[src/rtl/pht_pkg.sv]
// Shared types and helpers for the branch pattern history table update path.
package pht_pkg;

  localparam int PHT_IDX_W   = 5;
  localparam int PHT_ENTRIES = 32;

  typedef logic [PHT_IDX_W-1:0] pht_idx_t;
  typedef logic [1:0]           pht_ctr_t;

  // Weakly not-taken.
  localparam pht_ctr_t PHT_INIT = 2'b01;
  localparam pht_idx_t PHT_LAST = pht_idx_t'(PHT_ENTRIES - 1);

  // One resolved-branch update as queued from the backend.
  typedef struct packed {
    pht_idx_t idx;
    logic     taken;
  } pht_upd_t;

  typedef enum logic {
    ST_INIT = 1'b0,
    ST_RUN  = 1'b1
  } pht_state_t;

  // 2-bit saturating counter step: up on taken, down on not-taken.
  function automatic pht_ctr_t pht_sat_update(pht_ctr_t ctr, logic taken);
    pht_ctr_t res;
    if (taken) begin
      res = (ctr == 2'b11) ? 2'b11 : ctr + 2'b01;
    end else begin
      res = (ctr == 2'b00) ? 2'b00 : ctr - 2'b01;
    end
    return res;
  endfunction

endpackage

[src/rtl/pht_upd_fifo.sv]
// Small synchronous FIFO holding pending PHT updates; wrap-bit pointers
// distinguish full from empty without a separate occupancy counter.
module pht_upd_fifo
  import pht_pkg::*;
#(
  parameter int QDEPTH = 4
) (
  input  logic     clk,
  input  logic     rst,
  input  logic     push_i,
  input  logic     pop_i,
  input  pht_upd_t din_i,
  output pht_upd_t head_o,
  output logic     full_o,
  output logic     empty_o
);

  localparam int PW = $clog2(QDEPTH);

  logic [PW:0] wr_ptr_q, wr_ptr_d;
  logic [PW:0] rd_ptr_q, rd_ptr_d;
  pht_upd_t    mem_q [QDEPTH];
  pht_upd_t    mem_d [QDEPTH];
  logic        do_push;
  logic        do_pop;

  assign empty_o = (wr_ptr_q == rd_ptr_q);
  assign full_o  = (wr_ptr_q[PW] != rd_ptr_q[PW]) &&
                   (wr_ptr_q[PW-1:0] == rd_ptr_q[PW-1:0]);
  assign head_o  = mem_q[rd_ptr_q[PW-1:0]];
  assign do_push = push_i && !full_o;
  assign do_pop  = pop_i && !empty_o;

  // Next pointer values and storage contents.
  always_comb begin
    wr_ptr_d = wr_ptr_q;
    rd_ptr_d = rd_ptr_q;
    mem_d    = mem_q;
    if (do_push) begin
      mem_d[wr_ptr_q[PW-1:0]] = din_i;
      wr_ptr_d = wr_ptr_q + {{PW{1'b0}}, 1'b1};
    end
    if (do_pop) begin
      rd_ptr_d = rd_ptr_q + {{PW{1'b0}}, 1'b1};
    end
  end

  // Pointer registers; reset empties the queue.
  always_ff @(posedge clk or posedge rst) begin
    if (rst) begin
      wr_ptr_q <= '0;
      rd_ptr_q <= '0;
    end else begin
      wr_ptr_q <= wr_ptr_d;
      rd_ptr_q <= rd_ptr_d;
    end
  end

  // Entry storage; contents are meaningless until written, so no reset.
  always_ff @(posedge clk) begin
    mem_q <= mem_d;
  end

endmodule

[src/rtl/pht_update_unit.sv]
// Read-modify-write engine for the 32x2 pattern history table: sweeps the
// RAM to a known value after reset, then applies queued branch outcomes.
module pht_update_unit
  import pht_pkg::*;
#(
  parameter int       QDEPTH   = 4,
  parameter pht_ctr_t INIT_VAL = PHT_INIT
) (
  input  logic       clk,
  input  logic       rst,
  input  logic       upd_valid_i,
  output logic       upd_ready_o,
  input  logic [4:0] upd_idx_i,
  input  logic       upd_taken_i,
  input  logic       ram_gnt_i,
  output logic [4:0] ram_ra_o,
  input  logic [1:0] ram_rd_i,
  output logic       ram_we_o,
  output logic [4:0] ram_aw_o,
  output logic [1:0] ram_di_o,
  output logic       init_done_o
);

  pht_state_t state_q, state_d;
  pht_idx_t   cnt_q, cnt_d;
  logic       s1_valid_q, s1_valid_d;
  pht_idx_t   s1_idx_q, s1_idx_d;
  pht_ctr_t   s1_next_q, s1_next_d;

  pht_upd_t   fifo_din;
  pht_upd_t   head;
  logic       fifo_full;
  logic       fifo_empty;
  logic       fifo_push;
  logic       pop;
  logic       fwd_hit;
  pht_ctr_t   old_val;
  pht_ctr_t   new_val;
  logic       init_wr;

  assign init_done_o = (state_q == ST_RUN);
  assign upd_ready_o = init_done_o && !fifo_full;
  assign fifo_push   = upd_valid_i && upd_ready_o;
  assign fifo_din    = '{idx: upd_idx_i, taken: upd_taken_i};

  pht_upd_fifo #(
    .QDEPTH (QDEPTH)
  ) u_fifo (
    .clk     (clk),
    .rst     (rst),
    .push_i  (fifo_push),
    .pop_i   (pop),
    .din_i   (fifo_din),
    .head_o  (head),
    .full_o  (fifo_full),
    .empty_o (fifo_empty)
  );

  // S0: read the head entry's counter, forwarding the pending S1 write when
  // it targets the same index so back-to-back updates see the newest value.
  always_comb begin
    ram_ra_o = fifo_empty ? '0 : head.idx;
    pop      = init_done_o && !fifo_empty && (!s1_valid_q || ram_gnt_i);
    fwd_hit  = s1_valid_q && (s1_idx_q == head.idx);
    old_val  = fwd_hit ? s1_next_q : ram_rd_i;
    new_val  = pht_sat_update(old_val, head.taken);
  end

  // Next-state logic: the sweep counter only advances on committed writes.
  always_comb begin
    state_d = state_q;
    cnt_d   = cnt_q;
    case (state_q)
      ST_INIT: begin
        if (ram_gnt_i) begin
          cnt_d = cnt_q + 5'd1;
          if (cnt_q == PHT_LAST) begin
            state_d = ST_RUN;
          end
        end
      end
      ST_RUN: begin
        state_d = ST_RUN;
      end
      default: begin
        state_d = ST_INIT;
      end
    endcase
  end

  // S1 write register: loads on pop, holds without grant, empties once the
  // write has committed and nothing new arrived behind it.
  always_comb begin
    s1_valid_d = s1_valid_q;
    s1_idx_d   = s1_idx_q;
    s1_next_d  = s1_next_q;
    if (pop) begin
      s1_valid_d = 1'b1;
      s1_idx_d   = head.idx;
      s1_next_d  = new_val;
    end else if (s1_valid_q && ram_gnt_i) begin
      s1_valid_d = 1'b0;
    end
  end

  // Write port: during the sweep the S1 outputs carry (cnt, INIT_VAL); all
  // write outputs are forced quiet while reset is held.
  always_comb begin
    init_wr  = (state_q == ST_INIT) && !rst;
    ram_we_o = 1'b0;
    ram_aw_o = s1_idx_q;
    ram_di_o = s1_next_q;
    if (init_wr) begin
      ram_we_o = ram_gnt_i;
      ram_aw_o = cnt_q;
      ram_di_o = INIT_VAL;
    end else if (init_done_o) begin
      ram_we_o = s1_valid_q && ram_gnt_i;
    end
  end

  // State, sweep counter and S1 registers.
  always_ff @(posedge clk or posedge rst) begin
    if (rst) begin
      state_q    <= ST_INIT;
      cnt_q      <= '0;
      s1_valid_q <= 1'b0;
      s1_idx_q   <= '0;
      s1_next_q  <= '0;
    end else begin
      state_q    <= state_d;
      cnt_q      <= cnt_d;
      s1_valid_q <= s1_valid_d;
      s1_idx_q   <= s1_idx_d;
      s1_next_q  <= s1_next_d;
    end
  end

endmodule

[config.mk]
export PLATFORM = sky130hd
export DESIGN_NAME = pht_update_unit
export DESIGN_NICKNAME = d
export VERILOG_FILES = /design/src/rtl/pht_pkg.sv /design/src/rtl/pht_upd_fifo.sv /design/src/rtl/pht_update_unit.sv
export SDC_FILE = /design/constraint.sdc
export NUM_CORES = 1
export LEC_CHECK = 0
export BUFFER_PORTS_ARGS = -buffer_cell sky130_fd_sc_hd__clkbuf_2
export CORE_AREA = 2 2 75 77
export CTS_BUF_LIST = sky130_fd_sc_hd__clkbuf_16
export DETAILED_ROUTE_END_ITERATION = 10
export DIE_AREA = 0 0 77 79
export MAX_ROUTING_LAYER = met4
export SLEW_MARGIN = 20
export SYNTH_ARGS = -nofsm -noshare
export SYNTH_HDL_FRONTEND = slang
export SYNTH_SLANG_ARGS = --single-unit
[constraint.sdc]
create_clock -name clk -period 3.15 [get_ports clk]
set_input_delay 0.63 -clock clk [delete_from_list [all_inputs] [get_ports clk]]
set_output_delay 0.63 -clock clk [all_outputs]
set_load 0.01 [all_outputs]
* Yosys cells after proc, flatten, opt, wreduce, memory -nomap -nowiden *
Cells that the tools add are included.

storage, ports and cells
  register bits after elaboration = 44
  input bits = 12
  output and inout port bits = 15

operators by class
  add/sub/neg operators = 5
  order comparisons = 3
  equality and inequality tests = 6
  mux-type cells = 20
  bitwise gates (word level) = 3
  reduce and logical (&&, ||, !) cells = 19

operator list
  cell                                                        number
  bitwise mux 24 bit                                          1
  2-to-1 mux 6 bit                                            3
  binary-select mux 6 bit (select 2 bit)                      1
  demux 6 bit (select 2 bit)                                  1
  logical AND 1 bit                                           11
  2-to-1 mux 2 bit                                            5
  2-to-1 mux 5 bit                                            2
  adder 3 x 1 -> 3 bit, second input constant                 2
  greater-or-equal comparator 3 bit, second input constant    2
  2-to-1 mux 1 bit                                            6
  NOT 2 -> 3 bit                                              2
  adder 5 x 1 -> 5 bit, second input constant                 1
  == test 5 bit                                               1
  == test 5 bit, second input constant                        1
  zero test 1 bit                                             4
  == test 3 bit                                               1
  less-than comparator 3 x 1 -> 1 bit, second input constant  1
  adder 2 x 1 -> 2 bit, second input constant                 1
  == test 2 bit                                               1
  == test 2 bit, second input constant                        1
  zero test 2 bit                                             1
  case mux 1 bit (2 select lines)                             1
  AND reduction 2 bit                                         1
  nonzero test 2 bit                                          1
  4 further kinds                                             4

* Depth between registers and ports, before layout *
  depth in word-level cells = 10
  gate-level depth with buffers = 8
  gate-level depth less buffers = 6

* Hierarchy *
From an unflattened synthesis, not the netlist that was laid out.

unflattened totals
  cell total of the unflattened synthesis = 151
  area total of the unflattened synthesis = 2179.6 um^2

by module, submodules not included
  module           times used  cells an instance  area an instance (um^2)  seq. area each (um^2)
  pht_upd_fifo     1           81                 1376.3                   870.8
  pht_update_unit  1           70                 803.3                    350.3

* Worst setup path after synthesis *
No wires, ideal clock.

  path kind = reg-to-reg
  from = reg u_fifo.rd_ptr_q[0]
  to = reg s1_next_q[0]
  library setup time = 0.130 ns
  data arrival time = 1.912 ns
  required time = 3.020 ns
  slack = 1.108 ns
  cell stages (with the launch flop) = 7
  buffers on the path = 1
  period minus slack after synthesis = 2.042 ns
  path through = dfrtp_1 > buf_6 > mux4_1 > xor2_1 > nor4_4 > mux2i_1 > a2bb2oi_2

between the ends
  word-level cells in the longest chain between the ends = 10

RTL lines
  item                                                     RTL line                      text
  start, declared                                          pht_upd_fifo.sv:21            logic [PW:0] rd_ptr_q, rd_ptr_d;
  start signal, assigned                                   pht_upd_fifo.sv:55            rd_ptr_q <= rd_ptr_d;
  NOT 2 -> 3 bit (not written as such)                     pht_upd_fifo.sv:30            assign head_o = mem_q[rd_ptr_q[PW-1:0]];
  binary-select mux 6 bit (select 2 bit)                   pht_upd_fifo.sv:30
  2-to-1 mux 6 bit (not written as such) (2 in a row)      pht_upd_fifo.sv:30
  == test 5 bit                                            pht_update_unit.sv:64         fwd_hit = s1_valid_q && (s1_idx_q == head.idx);
  logical AND 1 bit                                        pht_update_unit.sv:64
  2-to-1 mux 2 bit                                         pht_update_unit.sv:65         old_val = fwd_hit ? s1_next_q : ram_rd_i;
  subtractor 2 x 1 -> 2 bit, or another cell as far along  pht_pkg.sv:31                 res = (ctr == 2'b00) ? 2'b00 : ctr - 2'b01;
  2-to-1 mux 2 bit, on equally long branches               pht_pkg.sv:31, pht_pkg.sv:29
  2-to-1 mux 2 bit                                         pht_pkg.sv:28                 if (taken) begin
  end signal, assigned                                     pht_update_unit.sv:135        s1_next_q <= s1_next_d;
  end, declared                                            pht_update_unit.sv:28         pht_ctr_t s1_next_q, s1_next_d;

Several ways; a longest one is shown, not always the timed one. The select of a mux whose other input is x is not followed.
A chain may end at the register's enable or synchronous reset.

* Worst setup path in the final report *
  from = reg u_fifo.rd_ptr_q[0]
  to = out ram_ra_o[1]

between the ends
  word-level cells in the longest chain between the ends = 5

RTL lines
  item                                                 RTL line               text
  NOT 2 -> 3 bit (not written as such)                 pht_upd_fifo.sv:30
  binary-select mux 6 bit (select 2 bit)               pht_upd_fifo.sv:30
  2-to-1 mux 6 bit (not written as such) (2 in a row)  pht_upd_fifo.sv:30
  2-to-1 mux 5 bit (*)                                 pht_update_unit.sv:62  ram_ra_o = fifo_empty ? '0 : head.idx;
  end, declared                                        pht_update_unit.sv:16  output logic [4:0] ram_ra_o,

Every way passes the cells marked *; elsewhere a longest branch is shown, timed or not. The select of a mux whose other input is x is not followed.

==> flow_metrics.py <==
metrics = {
    "outcome": {
        "status": "completed",
    },
    "timing": {
        "rsz0062_at_grt": "false",
        "setup-tns-final_ns": 0,
        "finClkSkew_ns": 0.00705,
        "worst_slew_pin_slew_ns": 0.763,
        "hold_violations": 0,
        "final_max_slew_viol_count": 0,
        "holdWs_ns": 0.479,
        "period_share_pct": 81.0,
        "finalCriticalPeriod_ns": 2.55,
        "finalSetupViolCount": 0,
        "max_freq_mhz": 392,
        "slew_headroom_pct": 49.1,
    },
    "cts": {
        "ctsHoldBuffers": 0,
        "clkTransAtPathRegs_ns": 0.06,
        "cts_tree": "yes",
        "clockBufferDepth": 2,
        "post_cts_buffers": 0,
        "clock_latency_ns": 0.28,
        "cts.sinks": 44,
        "cts_root_buffer": "clkbuf_16",
        "numCtsBuffers": 5,
        "htree_levels": 2,
        "cts-resized-gates": 0,
    },
    "synthesis": {
        "netlist.area_leader.share_pct": 34.1,
        "synth_xor_area_share_pct": 6.58,
        "yosys_warnings": 0,
        "synthSimpleGateAreaFrac_pct": 12.6,
        "ys.flop_type": "edfxtp_1",
        "synth_top_family_by_area": "multiplexers",
        "async_flop_share_pct": 45.5,
        "syn_nets": 178,
        "synthesis.instances": 159,
        "synthMuxAreaShare_pct": 12.6,
        "netlist_area_um2": 2110,
        "synth_area_leaders": "edfxtp_1 34%, dfrtp_1 24%, mux2_2 5.3%",
        "synth_edf_count": 24,
        "synth_fa_ha_area_share_pct": 4.15,
        "yosysSeqAreaShare_pct": 57.8,
        "synth_largest_area_cell": "edfxtp_1",
        "avgSynthCellArea_um2": 13.3,
        "ys_ff_latch": 44,
        "synth.distinct_cells": 33,
        "synth_compound_area_share_pct": 4.44,
    },
    "route": {
        "drt_iter0_drc": 149,
        "vias_per_cell": 4.95,
        "antenna_left": 0,
        "drcViolationCount": 0,
        "wl_um": 3790,
        "drtPass1Iterations": 4,
        "wl_per_cell_um": 14.4,
        "vias": 1296,
    },
    "grt": {
        "grt_pass1_vias": 1307,
        "grt_use_total_pct": 13.6,
        "grt_pass1_wl_um": 6270,
        "gr-total-overflow": 0,
        "grt_max_degree": 21,
        "antenna_found_initial": 0,
    },
    "power_and_ir_drop": {
        "irDropWorstVdd_uv": 486,
        "power.density_nw_per_um2": 1030,
        "p_clk_share_pct": 19.5,
        "sw_frac_of_total_pct": 37.2,
        "p_seq_share_pct": 37.4,
        "p_switching_w": 0.000940,
        "comb_power_share_pct": 43.1,
        "p_leak_nw": 1.05,
        "p_int_w": 0.00159,
    },
    "critical_path": {
        "cp_data_required_time_ns": 2.52,
        "r2r-end": "s1_next_q[0]",
        "r2r_slack_ns": 0.77,
        "worstSetupEndpoint": "ram_ra_o[1]",
        "worstSetupPathType": "flip-flop to output port",
        "reg2reg_from": "u_fifo.rd_ptr_q[0]",
        "end_kind": "output port",
        "crit_arrival_ns": 1.92,
        "r2r.worst_path.cells": 5,
        "cp_max_fo": 9,
        "start_kind": "flip-flop",
        "critical_path.startpoint": "u_fifo.rd_ptr_q[0]",
    },
    "layout": {
        "nets": 208,
        "antenna-diode-count": 0,
        "final_cell_mix": "26 x nand2_1, 26 x clkbuf_2, 24 x edfxtp_1",
        "area_delta_synth_final_pct": 16.5,
        "final_util_pct": 46.1,
        "layout-drive-gt1-share_pct": 26.8,
    },
    "placed_design": {
        "hpwlAfterDp_um": 2900,
        "io_buffers": 26,
        "gp_congestion": 0.734,
    },
    "die": {
        "die-area_um2": 6080,
        "die_x_um": 77,
        "start_util_pct": 39.6,
        "core_area_um2": 5340,
        "die_y_um": 79,
        "ios": 27,
        "rows": 27,
    },
    "flow_run": {
        "max_cap_viol_count": 0,
    },
    "worst_hold_path": {
        "hp-class": "primary input to async pin",
    },
}
==> area by class of cell <==
type,instances,area (um2)
Clock buffer,5,125
Fill cell,515,2880
Tap cell,72,90.1
Sequential cell,44,1220
Clock inverter,3,20.0
Multi-Input combinational cell,107,852
Timing Repair Buffer,27,138
Inverter,4,15.0
==> through the flow <==
stage | area, um2 | cells | total power, W | setup slack (ns)
floorplan | 2110 | 159 | 0.00175 | 1.11
global placement | 2320 | 254 | 0.00201 | 0.863
detailed placement | 2320 | 254 | 0.00206 | 0.775
CTS | 2460 | 262 | 0.00256 | 0.583
global route | 2460 | 262 | 0.00271 | 0.537
finish | 2460 | 262 | 0.00253 | 0.600
==> synthesized netlist by cell type, drive strengths merged (2+ instances only) <==
cell type	number
nand2	26
edfxtp	24
dfrtp	20
xnor2	12
mux2	10
ha	7
and3	6
nor2	6
a21oi	5
mux4	5
and2	4
inv	4
nor2b	4
o21ai	4
mux2i	3
xor2	3
buf	2
clkbuf	2
nand3	2
==> state kept, by name, summed over array words and instances, names as in the netlist <==
signal and cells:
cnt_q 5, init_done_o 1, s1_idx_q 5, s1_next_q 2
s1_valid_q 1, u_fifo.mem_q 24, u_fifo.rd_ptr_q 3, u_fifo.wr_ptr_q 3
==> cells by family (layout without fill, tap and decap cells) <==
kind of cell / after synthesis / after routing
compound gates: 14 / 14
xor+xnor: 15 / 15
fa+ha+maj: 7 / 7
buf+inv: 8 / 39
flops: 44 / 44
mux: 18 / 18
simple gates: 53 / 53
==> power groups by stage <==
stage	registers (W)	logic (W)	clock network, W
6_report	0.000945	0.00109	0.000492
5_1_grt	0.000966	0.00122	0.000526
4_1_cts	0.000946	0.00111	0.000506
3_5_place_dp	0.000959	0.00110	0
3_3_place_gp	0.000948	0.00107	0
2_1_floorplan	0.000877	0.000870	0
==> worst max-delay path, cell delays in order (launching register included) <==
cell and delay (ns):
dfrtp_1 0.60, mux4_1 0.69, and2_1 0.21, clkbuf_2 0.13
==> worst min path at each step <==
stage	from	endpoint	slack (ns)	depth (start not counted)
finish	rst	cnt_q[3]	0.48	2
global route	u_fifo.wr_ptr_q[2]	u_fifo.wr_ptr_q[2]	0.51	1
CTS	u_fifo.rd_ptr_q[2]	u_fifo.rd_ptr_q[2]	0.50	1
detailed placement	u_fifo.rd_ptr_q[2]	u_fifo.rd_ptr_q[2]	0.48	1
global placement	cnt_q[3]	cnt_q[3]	0.48	1
floorplan	cnt_q[3]	cnt_q[3]	0.45	1
==> metal layers <==
| metal | up-vias | track usage, % | routed length (um) |
|---|---|---|---|
| met1 | 627 | 16.3 | 1640 |
| met4 | 0 | 5.18 | 67 |
| li1 | 628 | - | - |
| met3 | 6 | 3.18 | 166 |
| met2 | 35 | 22.6 | 1910 |
| met5 | - | - | 0 |
Power figures use the tool's default switching activity.
